===== src/rtl/uart_rx_pkg.sv =====
// Shared UART definitions: receiver state encoding and the default frame timing
// that the transmitter also uses, so both ends agree on baud and width.
package uart_rx_pkg;

  localparam int BPS_MAX_DEF = 5208;
  localparam int BIT_MAX_DEF = 8;

  // Counter widths cover BPS_MAX up to 2^26-1 and BIT_MAX up to 15
  localparam int BPS_CNT_W = 26;
  localparam int BIT_CNT_W = 4;

  typedef enum logic [1:0] {
    IDLE  = 2'd0,
    START = 2'd1,
    DATA  = 2'd2,
    STOP  = 2'd3
  } rx_state_t;

endpackage


===== src/rtl/uart_rx_sync.sv =====
// Two-flop synchroniser for the asynchronous rx pin plus a third flop for
// falling-edge detection. All flops reset to 1 so a reset looks like an idle line.
module uart_rx_sync (
  input  logic clk,
  input  logic rst,
  input  logic rx,
  output logic line,
  output logic fall
);

  logic sync_m;
  logic sync;
  logic sync_q;

  always_ff @(posedge clk or negedge rst) begin
    if (!rst) begin
      sync_m <= 1'b1;
      sync   <= 1'b1;
      sync_q <= 1'b1;
    end else begin
      sync_m <= rx;
      sync   <= sync_m;
      sync_q <= sync;
    end
  end

  assign line = sync;
  assign fall = sync_q & ~sync;

endmodule


===== src/rtl/uart_rx.sv =====
// UART 8N1 receiver: detects the start edge, samples each bit at mid-bit and
// emits the byte with a one-cycle valid strobe, or an error strobe on a bad stop bit.
module uart_rx
  import uart_rx_pkg::*;
#(
  parameter int BPS_MAX = BPS_MAX_DEF,
  parameter int BIT_MAX = BIT_MAX_DEF
) (
  input  logic               clk,
  input  logic               rst,
  input  logic               rx,
  output logic [BIT_MAX-1:0] rx_data,
  output logic               rx_valid,
  output logic               rx_err,
  output logic               rx_busy
);

  localparam logic [BPS_CNT_W-1:0] BPS_LAST = BPS_CNT_W'(BPS_MAX - 1);
  localparam logic [BPS_CNT_W-1:0] SAMPLE   = BPS_CNT_W'(BPS_MAX / 2 - 1);
  localparam logic [BIT_CNT_W-1:0] BIT_LAST = BIT_CNT_W'(BIT_MAX - 1);

  rx_state_t            state;
  logic [BPS_CNT_W-1:0] bps_cnt;
  logic [BIT_CNT_W-1:0] bit_cnt;
  logic [BIT_MAX-1:0]   shift;
  logic                 line;
  logic                 fall;
  logic                 at_sample;
  logic                 at_bound;

  uart_rx_sync u_sync (
    .clk  (clk),
    .rst  (rst),
    .rx   (rx),
    .line (line),
    .fall (fall)
  );

  assign at_sample = (bps_cnt == SAMPLE);
  assign at_bound  = (bps_cnt == BPS_LAST);

  // Bits arrive LSB first, so shifting in from the top leaves bit 0 at the bottom
  always_ff @(posedge clk) begin
    if (state == DATA && at_sample) begin
      shift <= {line, shift[BIT_MAX-1:1]};
    end
  end

  always_ff @(posedge clk or negedge rst) begin
    if (!rst) begin
      state    <= IDLE;
      bps_cnt  <= '0;
      bit_cnt  <= '0;
      rx_data  <= '0;
      rx_valid <= 1'b0;
      rx_err   <= 1'b0;
      rx_busy  <= 1'b0;
    end else begin
      rx_valid <= 1'b0;
      rx_err   <= 1'b0;
      if (state != IDLE) begin
        bps_cnt <= at_bound ? '0 : bps_cnt + 1'b1;
      end
      unique case (state)
        IDLE: begin
          if (fall) begin
            bps_cnt <= '0;
            bit_cnt <= '0;
            state   <= START;
            rx_busy <= 1'b1;
          end
        end
        START: begin
          // A start bit that is high again at mid-bit was only a glitch
          if (at_sample && line) begin
            state   <= IDLE;
            rx_busy <= 1'b0;
          end else if (at_bound) begin
            state <= DATA;
          end
        end
        DATA: begin
          if (at_bound) begin
            if (bit_cnt == BIT_LAST) begin
              bit_cnt <= '0;
              state   <= STOP;
            end else begin
              bit_cnt <= bit_cnt + 1'b1;
            end
          end
        end
        STOP: begin
          // Leave at mid stop bit so a back-to-back start edge is never missed
          if (at_sample) begin
            if (line) begin
              rx_data  <= shift;
              rx_valid <= 1'b1;
            end else begin
              rx_err <= 1'b1;
            end
            state   <= IDLE;
            rx_busy <= 1'b0;
          end
        end
        default: state <= IDLE;
      endcase
    end
  end

endmodule


===== config.mk =====
export PLATFORM = sky130hd
export DESIGN_NAME = uart_rx
export DESIGN_NICKNAME = d
export VERILOG_FILES = /design/src/rtl/uart_rx_pkg.sv /design/src/rtl/uart_rx_sync.sv /design/src/rtl/uart_rx.sv
export SDC_FILE = /design/constraint.sdc
export NUM_CORES = 1
export LEC_CHECK = 0
export BUFFER_PORTS_ARGS = -buffer_cell sky130_fd_sc_hd__buf_2
export CAP_MARGIN = 20
export CELL_PAD_IN_SITES_DETAIL_PLACEMENT = 0
export CELL_PAD_IN_SITES_GLOBAL_PLACEMENT = 1
export CORE_UTILIZATION = 31
export DETAILED_ROUTE_END_ITERATION = 7
export GPL_TIMING_DRIVEN = 0
export PLACE_DENSITY = 0.63
export SYNTH_ARGS = -nofsm -noshare
export SYNTH_HDL_FRONTEND = slang
export SYNTH_SLANG_ARGS = --single-unit

===== constraint.sdc =====
create_clock -name clk -period 2.65 [get_ports clk]
set_input_delay 0.53 -clock clk [delete_from_list [all_inputs] [get_ports clk]]
set_output_delay 0.53 -clock clk [all_outputs]
set_load 0.005 [all_outputs]

Word-level counts from Yosys, hierarchy flattened. Index checks and enable logic that the tools add are counted.

Word-level logic and storage cells: 62. Register bits: 54. Bits of input ports: 3.

Eq/ne operators: 12. Bitwise operators: 2. $add $sub $neg: 2. Reductions and logical operators: 10. Muxes and demuxes: 25.

Operators with widths (count): 26-bit 2-to-1 mux (4); 26-bit by 1-bit adder with 26-bit output (second input constant) (1); 26-bit by 12-bit == test with 1-bit output (second input constant) (1); 26-bit by 13-bit == test with 1-bit output (second input constant) (1); 2-bit 2-to-1 mux (6); 4-bit 2-to-1 mux (3); 1-bit 2-to-1 mux (9); 2-bit inequality test (second input constant) (4); 2-bit one-hot mux with 4 select lines (1); 4-bit one-hot mux with 2 select lines (1); 3-bit AND reduction (2); 5-bit AND reduction (1); 4-bit by 1-bit adder with 4-bit output (second input constant) (1); 2-bit == test (second input constant) (2); 4-bit by 3-bit == test with 1-bit output (second input constant) (1); 4-bit AND reduction (1); 2-bit nonzero test (2); 3-bit inequality test (second input constant) (1); 1-bit one-hot mux with 3 select lines (1); 3-bit nonzero test (1); 2-bit by 1-bit == test with 1-bit output (second input constant) (1); 1-bit logical AND (2); 2-bit zero test (1); 2-bit by 1-bit inequality test with 1-bit output (second input constant) (1); other kinds (2) (2).

Depth between registers and ports, before layout. Gate-level depths: netlist (run 1).

Depth in word-level cells: 5. Gate-level depth with buffers: 9. Gate-level depth less buffers: 6.

Modules after synthesis. Synthesis (run 1) repeated with hierarchy kept, for this count alone.

Cells, all modules: 265. Area total of the unflattened synthesis: 2747.6 um^2.

By module, submodules not included: uart_rx (instances 1, cells each 261, area an instance 2655.0 um^2); uart_rx_sync (instances 1, cells each 4, area an instance 92.6 um^2).

Least setup slack after synthesis (run 1). Ideal clock, no wire load.

Kind: register -> register. From: register bps_cnt[5]. To: register bps_cnt[0]. Setup time: 0.125 ns. Buffers on the path: 3. Data required time: 2.525 ns. Cell stages (with the launch flop): 8. Setup slack: 0.585 ns. Arrival time: 1.940 ns. Period minus slack after synthesis: 2.065 ns. Path through: dfrtp_1 buf_6 or4b_4 nor4b_4 a21oi_2 buf_6 buf_6 mux2_2.

Cells in the longest elaborated chain, start to end: 5.

Ends and longest elaborated chain: from (decl) (line uart_rx.sv:23) `logic [BPS_CNT_W-1:0] bps_cnt;`; from (signal assigned) (line uart_rx.sv:62) `bps_cnt <= at_bound ? '0 : bps_cnt + 1'b1;`; 26-bit by 13-bit == test with 1-bit output (*) (line uart_rx.sv:40) `assign at_bound = (bps_cnt == BPS_LAST);`; 26-bit 2-to-1 mux (*) (line uart_rx.sv:62); 26-bit 2-to-1 mux (*) (line uart_rx.sv:61) `if (state != IDLE) begin`; 26-bit 2-to-1 mux (line uart_rx.sv:66) `if (fall) begin`; 26-bit 2-to-1 mux (*) (line uart_rx.sv:64) `unique case (state)`.

Every way passes the cells marked *; elsewhere a longest branch is shown, timed or not. A chain may end at the register's enable or synchronous reset.

Final worst setup path (run 1).
From: register bps_cnt[20]. To: register shift[1], enable pin.

Cells in the longest elaborated chain, start to end: 2.

Ends and longest elaborated chain: 26-bit by 12-bit == test with 1-bit output (line uart_rx.sv:39) `assign at_sample = (bps_cnt == SAMPLE);`; 1-bit logical AND (line uart_rx.sv:44) `if (state == DATA && at_sample) begin`; to (signal assigned) (line uart_rx.sv:45) `shift <= {line, shift[BIT_MAX-1:1]};`; to (decl) (line uart_rx.sv:25) `logic [BIT_MAX-1:0] shift;`.

No other way between the ends.

==> impl_metrics.env, run 1 <==
export IMPL_status="finished clean"
export IMPL_cts_buffers=5
export IMPL_worstPathRequired_ps=2610
export IMPL_tns_ps=0
export IMPL_synth_top_area_share_pct=40.07
export IMPL_drt_iter0_drc=112
export IMPL_rsz0062_at_grt="false"
export IMPL_yosysUniqueCellTypes=41
export IMPL_vias=2175
export IMPL_synth_edf_count=8
export IMPL_dr_wl_met2_mm=2.860
export IMPL_wl_per_cell_um=16.14
export IMPL_dieWidth_um=95.07
export IMPL_max_slew_margin_pct=35.65
export IMPL_netlist_area_mm2=0.002685
export IMPL_nNetsFinal=293
export IMPL_synthTopCellsByCount="dfrtp_1, nand2_1, a31oi_1, a21oi_1, nand3_1"
export IMPL_fillers=829
export IMPL_die_area_mm2=0.009037
export IMPL_first_pass_iters=4
export IMPL_core_area_mm2=0.008299
export IMPL_ir_drop_uv=333.9
export IMPL_port_buffers=13
export IMPL_hold_class="in2async"
export IMPL_synth_seq_area_share_pct=51.96
export IMPL_grtUsageTotal_pct=15.26
export IMPL_holdBufCountCts=0
export IMPL_cts_sinks=54
export IMPL_path_class="reg2reg"
export IMPL_detail_route_wirelength_mm=6.344
export IMPL_synth_top_family_by_area="simple AND/OR/NAND/NOR gates"
export IMPL_finalSetupViolations=0
export IMPL_worstPathArrival_ps=2370
export IMPL_synth_flop_cell="dfrtp_1"
export IMPL_post_route_period_util_pct=90.92
export IMPL_remaining_drc_errors=0
export IMPL_end_kind="register"
export IMPL_async_flop_share_pct=85.19
export IMPL_wl_met1_mm=3.191
export IMPL_cts_setup_buffers=0
export IMPL_htreeDepth=2
export IMPL_fmax_ghz=0.4150
export IMPL_cts_resized=0
export IMPL_postRouteAntennaNets=0
export IMPL_start_util_pct=32.35
export IMPL_antenna_cells=0
export IMPL_worst_slew_pin_slew_ps=957.9
export IMPL_worstPathMaxFanout=10
export IMPL_clkTransAtPathRegs_ps=110
export IMPL_stdcell_count=393
export IMPL_synth_xor_area_share_pct=0.3262
export IMPL_synthCells=265
export IMPL_powerDensity_mw_per_mm2=593.0
export IMPL_finalWeightedCongestion=0.7842
export IMPL_area_growth_pct=11.88
export IMPL_synth_mux_area_share_pct=5.312
export IMPL_avgSynthCellArea_um2=10.13
export IMPL_netlist_top_cell_by_area="dfrtp_1"
export IMPL_slew_viol_final=0
export IMPL_synth_compound_area_share_pct=14.82
export IMPL_cts_tree="built"
export IMPL_clkLatencyLatePin_ps=320
export IMPL_cts_root_buffer="clkbuf_8"
export IMPL_maxCapViolCount=0
export IMPL_p_leak_uw=0.001327
export IMPL_grt_overflow=0
export IMPL_met3WireLength_um=267
export IMPL_fin_crit_ps=2409
export IMPL_register_area_mm2=0.001395
export IMPL_maxUsedRoutingLayer="met4"
export IMPL_grt_pass1_wl_mm=10.67
export IMPL_ys_warn_count=0
export IMPL_grt_max_degree=26
export IMPL_grt_pass1_vias=2092
export IMPL_ys_seq_elements=54
export IMPL_clock_path_buffers=2
export IMPL_synthSimpleGateAreaFrac_pct=22.04
export IMPL_hold_viol=0
export IMPL_drive_above_1_share_pct=16.67
export IMPL_die_h_um=95.07
export IMPL_worstSetupStartpointType="register"
export IMPL_syn_num_nets=271
export IMPL_synth_most_common_cell="dfrtp_1"
export IMPL_ios=14
export IMPL_yosys_area_share_adder_pct=1.398
export IMPL_hpwl_mm=4.292
export IMPL_fin_skew_ps=5.137
export IMPL_vias_per_cell=5.534
export IMPL_synth_area_leaders="dfrtp_1, edfxtp_1, a31oi_1"
export IMPL_antenna_found_initial=0
export IMPL_dp_cells=385
export IMPL_multi_input_area_mm2=0.001179
export IMPL_num_rows=33
[metal layers]
metal  global-route usage [%]  up-vias
li1                         -     1036
met1                    22.50     1091
met2                    22.62       44
met3                    2.632        4
met4                    4.672        0
met5                        0        -
[through the flow]
stage / area, um^2 / worst slack (ps) / util [%] / total power (uW) / hold slack [ps]
final: 3004 / 240.6 / 36.20 / 1781 / 188.0
after global routing: 3004 / 51.33 / 36.20 / 1876 / 219.6
after CTS: 3004 / 238.0 / 36.20 / 1806 / 196.5
after detailed placement: 2907 / 265.9 / 35.02 / 1293 / 349.9
after global placement: 2882 / 215.0 / 34.72 / 1287 / 351.3
after floorplan: 2685 / 585.2 / - / 1200 / 234.4
[cells in the final DEF (no fill, tap or decap), types with 7 or more instances in the layout]
cell / instances
a31oi_1: 21
o21ai_0: 7
clkbuf_1: 8
nand3_1: 19
nor2_1: 12
nand2_1: 28
nor3_1: 7
a41oi_1: 7
dfrtp_1: 43
a21oi_1: 19
nand2b_1: 8
and3_1: 7
mux2_2: 10
edfxtp_1: 8
buf_2: 19
nand4_1: 9
[worst max-delay path, stage by stage, from the launching register on]
cell	delay [ps]
dfrtp_1	440
nor4_1	330
and4_1	250
buf_2	230
nand4_1	230
nor2_1	590
[power by group]
| group | internal, uW | leakage (uW) | switching, uW |
|---|---|---|---|
| logic | 128 | 0.000600 | 198 |
| registers | 899 | 0.000677 | 53.8 |
| clock network | 197 | 0.0000502 | 306 |
| total | 1220 | 0.00133 | 557 |
[cell type report]
type | instances | share of cell area (%)
Sequential cell | 54 | 46.44
Inverter | 5 | 0.6247
Tap cell | 105 | 4.373
Buffer | 17 | 3.082
Clock buffer | 5 | 2.291
Timing Repair Buffer | 15 | 2.999
Clock inverter | 3 | 0.9579
Multi-Input combinational cell | 189 | 39.23
[path summary, 6_finish.rpt]
check / startpoint / end / slack [ps] / cells after the start
max: bps_cnt[20] / shift[1] / 240 / 5
min: rst / bit_cnt[2] / 190 / 1
max reg2reg: bps_cnt[20] / shift[1] / 240 / 5
min reg2reg: u_sync.sync_m / u_sync.line / 370 / 0
max in group asynchronous: rst / u_sync.line / 1870 / 2
min in group clk: rx / u_sync.sync_m / 300 / 1
[sequential cells by signal (all words and copies together) (netlist names), 4 cells and up, named ones only]
register,flops
shift,8
rx_data,8
bit_cnt,4
bps_cnt,26
[cell families (layout without fill, tap and decap cells)]
group / after synthesis / count (layout)
flip-flops: 54 / 54
multiplexers: 13 / 13
XOR/XNOR: 1 / 1
buffers and inverters: 22 / 45
AND/OR/NAND/NOR: 109 / 109
AO/OA/AOI/OAI: 63 / 63
adder cells (fa/ha/maj): 3 / 3
No activity file was read; power rests on OpenSTA's default activity.
==> run 2: changes to the inputs <==
- CORE_ASPECT_RATIO: unset -> 1.2
==> run 2 against run 1 <==
  * Register-to-register slack gained 70 ps
  * Utilization grew 0.41 points
  * Sequential power is essentially flat
  * Routed wire length shrank 0.99%
  * Fmax grew 3.2%
  * Largest power group unchanged
  * Worst hold slack lost 87 ps
  * Highest routed layer unchanged
  * Clock skew grew 4.6 ps
  * Power shrank 0.54%
==> impl_metrics.env, run 2 (synthesized netlist as in run 1, its figures left out) <==
export IMPL_path_cells="clkbuf_1 > nand4_1 > nor4b_4 > a21oi_2 > clkbuf_1 > a41oi_1 > a31oi_1"
export IMPL_postRouteAntennaNets=0
export IMPL_vias_per_cell=5.294
export IMPL_post_route_period_util_pct=88.10
export IMPL_grt_pass1_wl_mm=10.61
export IMPL_clock_path_buffers=2
export IMPL_detail_route_wirelength_mm=6.281
export IMPL_crit_buf_inv=2
export IMPL_grt_max_degree=36
export IMPL_ios=14
export IMPL_fin_skew_ps=9.769
export IMPL_htreeDepth=2
export IMPL_finalWeightedCongestion=0.7383
export IMPL_dp_cells=394
export IMPL_timing_critical_path_to="bps_cnt[7]"
export IMPL_fin_crit_ps=2335
export IMPL_p_leak_uw=0.001326
export IMPL_clkTransAtPathRegs_ps=110
export IMPL_cts_sinks=54
export IMPL_slew_viol_final=0
export IMPL_fmax_ghz=0.4283
export IMPL_cts_setup_buffers=0
export IMPL_path_class="reg2reg"
export IMPL_post_layout_total_power_uw=1772
export IMPL_grt_overflow=0
export IMPL_first_pass_iters=4
export IMPL_crit_path_start="bps_cnt[10]"
export IMPL_utilization_pct=36.61
export IMPL_maxCapViolCount=0
export IMPL_worstSetupStartpointType="register"
export IMPL_antenna_cells=0
export IMPL_reg_top3="bps_cnt: 26 flops, rx_data: 8 flops, shift: 8 flops"
export IMPL_critical_path_depth=7
export IMPL_cts_root_buffer="clkbuf_8"
export IMPL_wl_per_cell_um=15.62
export IMPL_vias=2128
export IMPL_worstPathMaxFanout=10
export IMPL_die_area_mm2=0.009039
export IMPL_area_growth_pct=12.39
export IMPL_largest_register_ffs=26
export IMPL_clkLatencyLatePin_ps=310
export IMPL_finalSetupViolations=0
export IMPL_worst_slew_pin_slew_ps=886.4
export IMPL_remaining_drc_errors=0
export IMPL_crit_slowest_cell="nor4b_4"
export IMPL_antenna_found_initial=0
export IMPL_rsz0062_at_grt="false"
export IMPL_num_rows=36
export IMPL_reg2reg_to="bps_cnt[7]"
export IMPL_cts_tree="built"
export IMPL_port_buffers=13
export IMPL_start_util_pct=32.57
export IMPL_path_delay_family="simple AND/OR/NAND/NOR gates"
export IMPL_slowest_delay_ps=500
export IMPL_status="finished clean"
export IMPL_worstPathRequired_ps=2820
export IMPL_worstPathArrival_ps=2510
export IMPL_tns_ps=0
export IMPL_final_common_cell="dfrtp_1"
export IMPL_rrSetupSlack_ps=320
export IMPL_drive_above_1_share_pct=17.01
export IMPL_end_kind="register"
export IMPL_dieWidth_um=86.96
export IMPL_cpMostUsedCell="clkbuf_1"
export IMPL_hpwl_mm=4.284
export IMPL_rr_worst_depth=7
export IMPL_max_slew_margin_pct=40.45
export IMPL_mostFrequentLayoutCells="dfrtp_1, nand2_1, a31oi_1, nand3_1, a21oi_1"
export IMPL_cts_buffers=5
export IMPL_hold_class="in2async"
export IMPL_die_h_um=104.0
export IMPL_stdcell_count=402
export IMPL_grtUsageTotal_pct=14.94
export IMPL_hold_viol=0
export IMPL_powerDensity_mw_per_mm2=587.1
export IMPL_drt_iter0_drc=64
export IMPL_grt_pass1_vias=2080
export IMPL_ir_drop_uv=352.7
export IMPL_worstReg2RegStart="bps_cnt[10]"
export IMPL_core_area_mm2=0.008243
export IMPL_regMostFlops="bps_cnt"
export IMPL_nNetsFinal=293
-- run 2: per-stage QoR --
| stage | setup WS, ps | instance area [um^2] | hold WS [ps] |
|---|---|---|---|
| after floorplan | 585.2 | 2685 | 234.4 |
| after global routing | 69.27 | 3018 | 101.4 |
| after CTS | 117.1 | 3015 | 94.75 |
| after detailed placement | 130.3 | 2920 | 347.6 |
| after global placement | 128.0 | 2893 | 348.8 |
| final | 315.3 | 3018 | 101.0 |
-- run 2: how the worst min path moves through the flow --
stage,cells after the start,end,start
final,1,bps_cnt[6],rst
after detailed placement,0,u_sync.line,u_sync.sync_m
after global placement,0,u_sync.line,u_sync.sync_m
after floorplan,0,async pin,rst
after CTS,1,bps_cnt[6],rst
after global routing,1,bps_cnt[6],rst
-- run 2: layout make-up --
type | count | area, um^2
inverters | 5 | 18.77
plain buffers | 17 | 92.59
well taps | 114 | 142.6
clock inverters | 3 | 26.28
clock buffers | 5 | 68.82
fillers | 833 | 5225
multi-input cells | 189 | 1181
repair buffers | 15 | 92.59
flip-flops and latches | 54 | 1395
-- run 2: layer usage --
layer  global-route usage, %  part of all wire, %  vias up
met4                   4.286                 0.68        0
met2                   23.68                   49       40
li1                        -                    -     1040
met5                       0                    0        -
met1                   20.70                   46     1044
met3                   2.619                  4.0        4
-- run 2: where the power goes --
part           switching, uW  total (uW)  internal (uW)
Sequential              51.5         950            899
Clock                    296         491            195
Combinational            203         331            128
-- run 2: repair_timing --
item | in CTS | in global routing
endpoints found under the setup margin | 0 | 8
hold buffers | 0 | 0
resized for setup | 0 | 1
==> run 3: changes to the inputs <==
- CORE_UTILIZATION: 31 -> 48
- PLACE_DENSITY: 0.63 -> 0.87
==> run 3 against run 2 <==
  * Routed wire length down 5.3%
  * Flip-flop and latch count unchanged
  * Critical path type unchanged
  * Combinational power down 1%
  * Setup slack worse by 130 ps
  * Utilization up 19 points
  * Design area down 2.2%
  * First-iteration DRC count up 83%
  * Largest cell class unchanged
  * Fmax down 5.3%
  * Sequential share of layout area up 1.1 points
  * Clock-buffer cell count unchanged
  * Cell count down 13%
==> impl_metrics.env, run 3 (synthesized netlist as in run 1, its figures left out) <==
export IMPL_hold_class="in2async"
export IMPL_nNetsFinal=293
export IMPL_clkLatencyLatePin_ps=310
export IMPL_ios=14
export IMPL_worstSetupStartpointType="register"
export IMPL_maxCapViolCount=0
export IMPL_num_rows=29
export IMPL_cts_resized=0
export IMPL_fmax_ghz=0.4055
export IMPL_final_common_cell="dfrtp_1"
export IMPL_drive_above_1_share_pct=16.67
export IMPL_rrSetupSlack_ps=180
export IMPL_detail_route_wirelength_mm=5.950
export IMPL_cts_setup_buffers=0
export IMPL_switchingPower_uw=550.1
export IMPL_worstPathArrival_ps=2420
export IMPL_area_growth_pct=9.879
export IMPL_internal_power_uw=1222
export IMPL_antenna_found_initial=0
export IMPL_tns_ps=0
export IMPL_cts_root_buffer="clkbuf_8"
export IMPL_port_buffers=13
export IMPL_path_class="reg2reg"
export IMPL_p_seq_share_pct=53.8
export IMPL_grtUsageTotal_pct=21.04
export IMPL_vias_per_cell=6.169
export IMPL_worstPathRequired_ps=2610
export IMPL_grt_max_degree=47
export IMPL_hpwl_mm=4.036
export IMPL_rsz0062_at_grt="false"
export IMPL_regMostFlops="bps_cnt"
export IMPL_end_kind="register"
export IMPL_slew_viol_final=0
export IMPL_antenna_cells=0
export IMPL_reg_top3="bps_cnt: 26 flops, rx_data: 8 flops, shift: 8 flops"
export IMPL_powerDensity_mw_per_mm2=600.8
export IMPL_netSwitchingFraction_pct=31.04
export IMPL_fin_hold_ws_ps=33.53
export IMPL_p_leak_uw=0.001325
export IMPL_reg2reg_to="shift[7]"
export IMPL_grt_overflow=0
export IMPL_start_util_pct=50.34
export IMPL_cts_buffers=5
export IMPL_clock_path_buffers=2
export IMPL_dp_cells=340
export IMPL_p_comb_share_pct=18.4
export IMPL_fin_crit_ps=2466
export IMPL_ir_drop_uv=431.7
export IMPL_hold_viol=0
export IMPL_die_h_um=83.93
export IMPL_fin_skew_ps=6.447
export IMPL_stdcell_count=350
export IMPL_first_pass_iters=4
export IMPL_holdBufCountCts=0
export IMPL_grt_pass1_vias=2056
export IMPL_worstPathMaxFanout=10
export IMPL_core_area_mm2=0.005334
export IMPL_p_clk_share_pct=27.8
export IMPL_worst_slew_pin_slew_ps=868.1
export IMPL_finalSetupViolations=0
export IMPL_clkTransAtPathRegs_ps=110
export IMPL_post_route_period_util_pct=93.05
export IMPL_post_layout_total_power_uw=1772
export IMPL_vias=2159
export IMPL_drt_iter0_drc=117
export IMPL_postRouteAntennaNets=0
export IMPL_largest_register_ffs=26
export IMPL_max_slew_margin_pct=41.68
export IMPL_dieWidth_um=70.28
export IMPL_remaining_drc_errors=0
export IMPL_grt_pass1_wl_mm=9.956
export IMPL_htreeDepth=2
export IMPL_finalWeightedCongestion=0.8480
export IMPL_die_area_mm2=0.005898
export IMPL_rr_worst_depth=6
export IMPL_worstReg2RegStart="bps_cnt[17]"
export IMPL_mostFrequentLayoutCells="dfrtp_1, nand2_1, a31oi_1, nand3_1, a21oi_1"
export IMPL_wl_per_cell_um=17.00
export IMPL_status="finished clean"
export IMPL_cts_tree="built"
export IMPL_cts_sinks=54
## run 3: worst max path at each step
| stage | startpoint | end | slack, ps | cells after the start |
|---|---|---|---|---|
| 2_1_floorplan | bps_cnt[5] | bps_cnt[0] | 590 | 7 |
| 3_3_place_gp | bps_cnt[17] | shift[0] | 280 | 6 |
| 3_5_place_dp | bps_cnt[17] | shift[1] | 240 | 6 |
| 4_1_cts | bps_cnt[17] | shift[4] | 210 | 6 |
| 5_1_grt | bps_cnt[17] | shift[1] | 50 | 6 |
| 6_report | bps_cnt[17] | shift[7] | 180 | 6 |
## run 3: metrics by stage
stage	setup WS [ps]	utilization, %	instance area, um^2
after floorplan	585.2	-	2685
after global placement	277.5	53.01	2828
after detailed placement	239.8	53.01	2828
after CTS	214.9	54.80	2923
after global routing	51.32	55.31	2950
final	184.2	55.31	2950
## run 3: area by class of cell
cell class | instances | area, um^2
multi-input combinational | 189 | 1179
buffer | 17 | 92.59
tap | 62 | 77.57
clock inverter | 3 | 26.28
sequential | 54 | 1395
timing repair buffer | 15 | 92.59
inverter | 5 | 18.77
fill | 478 | 2384
clock buffer | 5 | 68.82
## run 3: worst max-delay path, cell delays in order, from the launching register on
cell	delay, ps
dfrtp_1	370
clkbuf_1	190
nor4_1	310
and4_1	250
buf_2	210
nand4_1	200
nor2_1	570
## run 3: metal layers
| layer | vias up | track usage (%) | wire (um) |
|---|---|---|---|
| met5 | - | 0 | 0 |
| met4 | 0 | 6.909 | 74 |
| met3 | 7 | 3.502 | 193 |
| met2 | 42 | 35.41 | 3035 |
| met1 | 1067 | 27.33 | 2647 |
| li1 | 1043 | - | - |
## run 3: power groups by stage
stage / Combinational, uW / Sequential [uW] / Clock, uW
finish: 327 / 953 / 493
global route: 367 / 961 / 529
CTS: 322 / 953 / 501
detailed placement: 318 / 970 / 0
global placement: 316 / 966 / 0
floorplan: 245 / 954 / 0
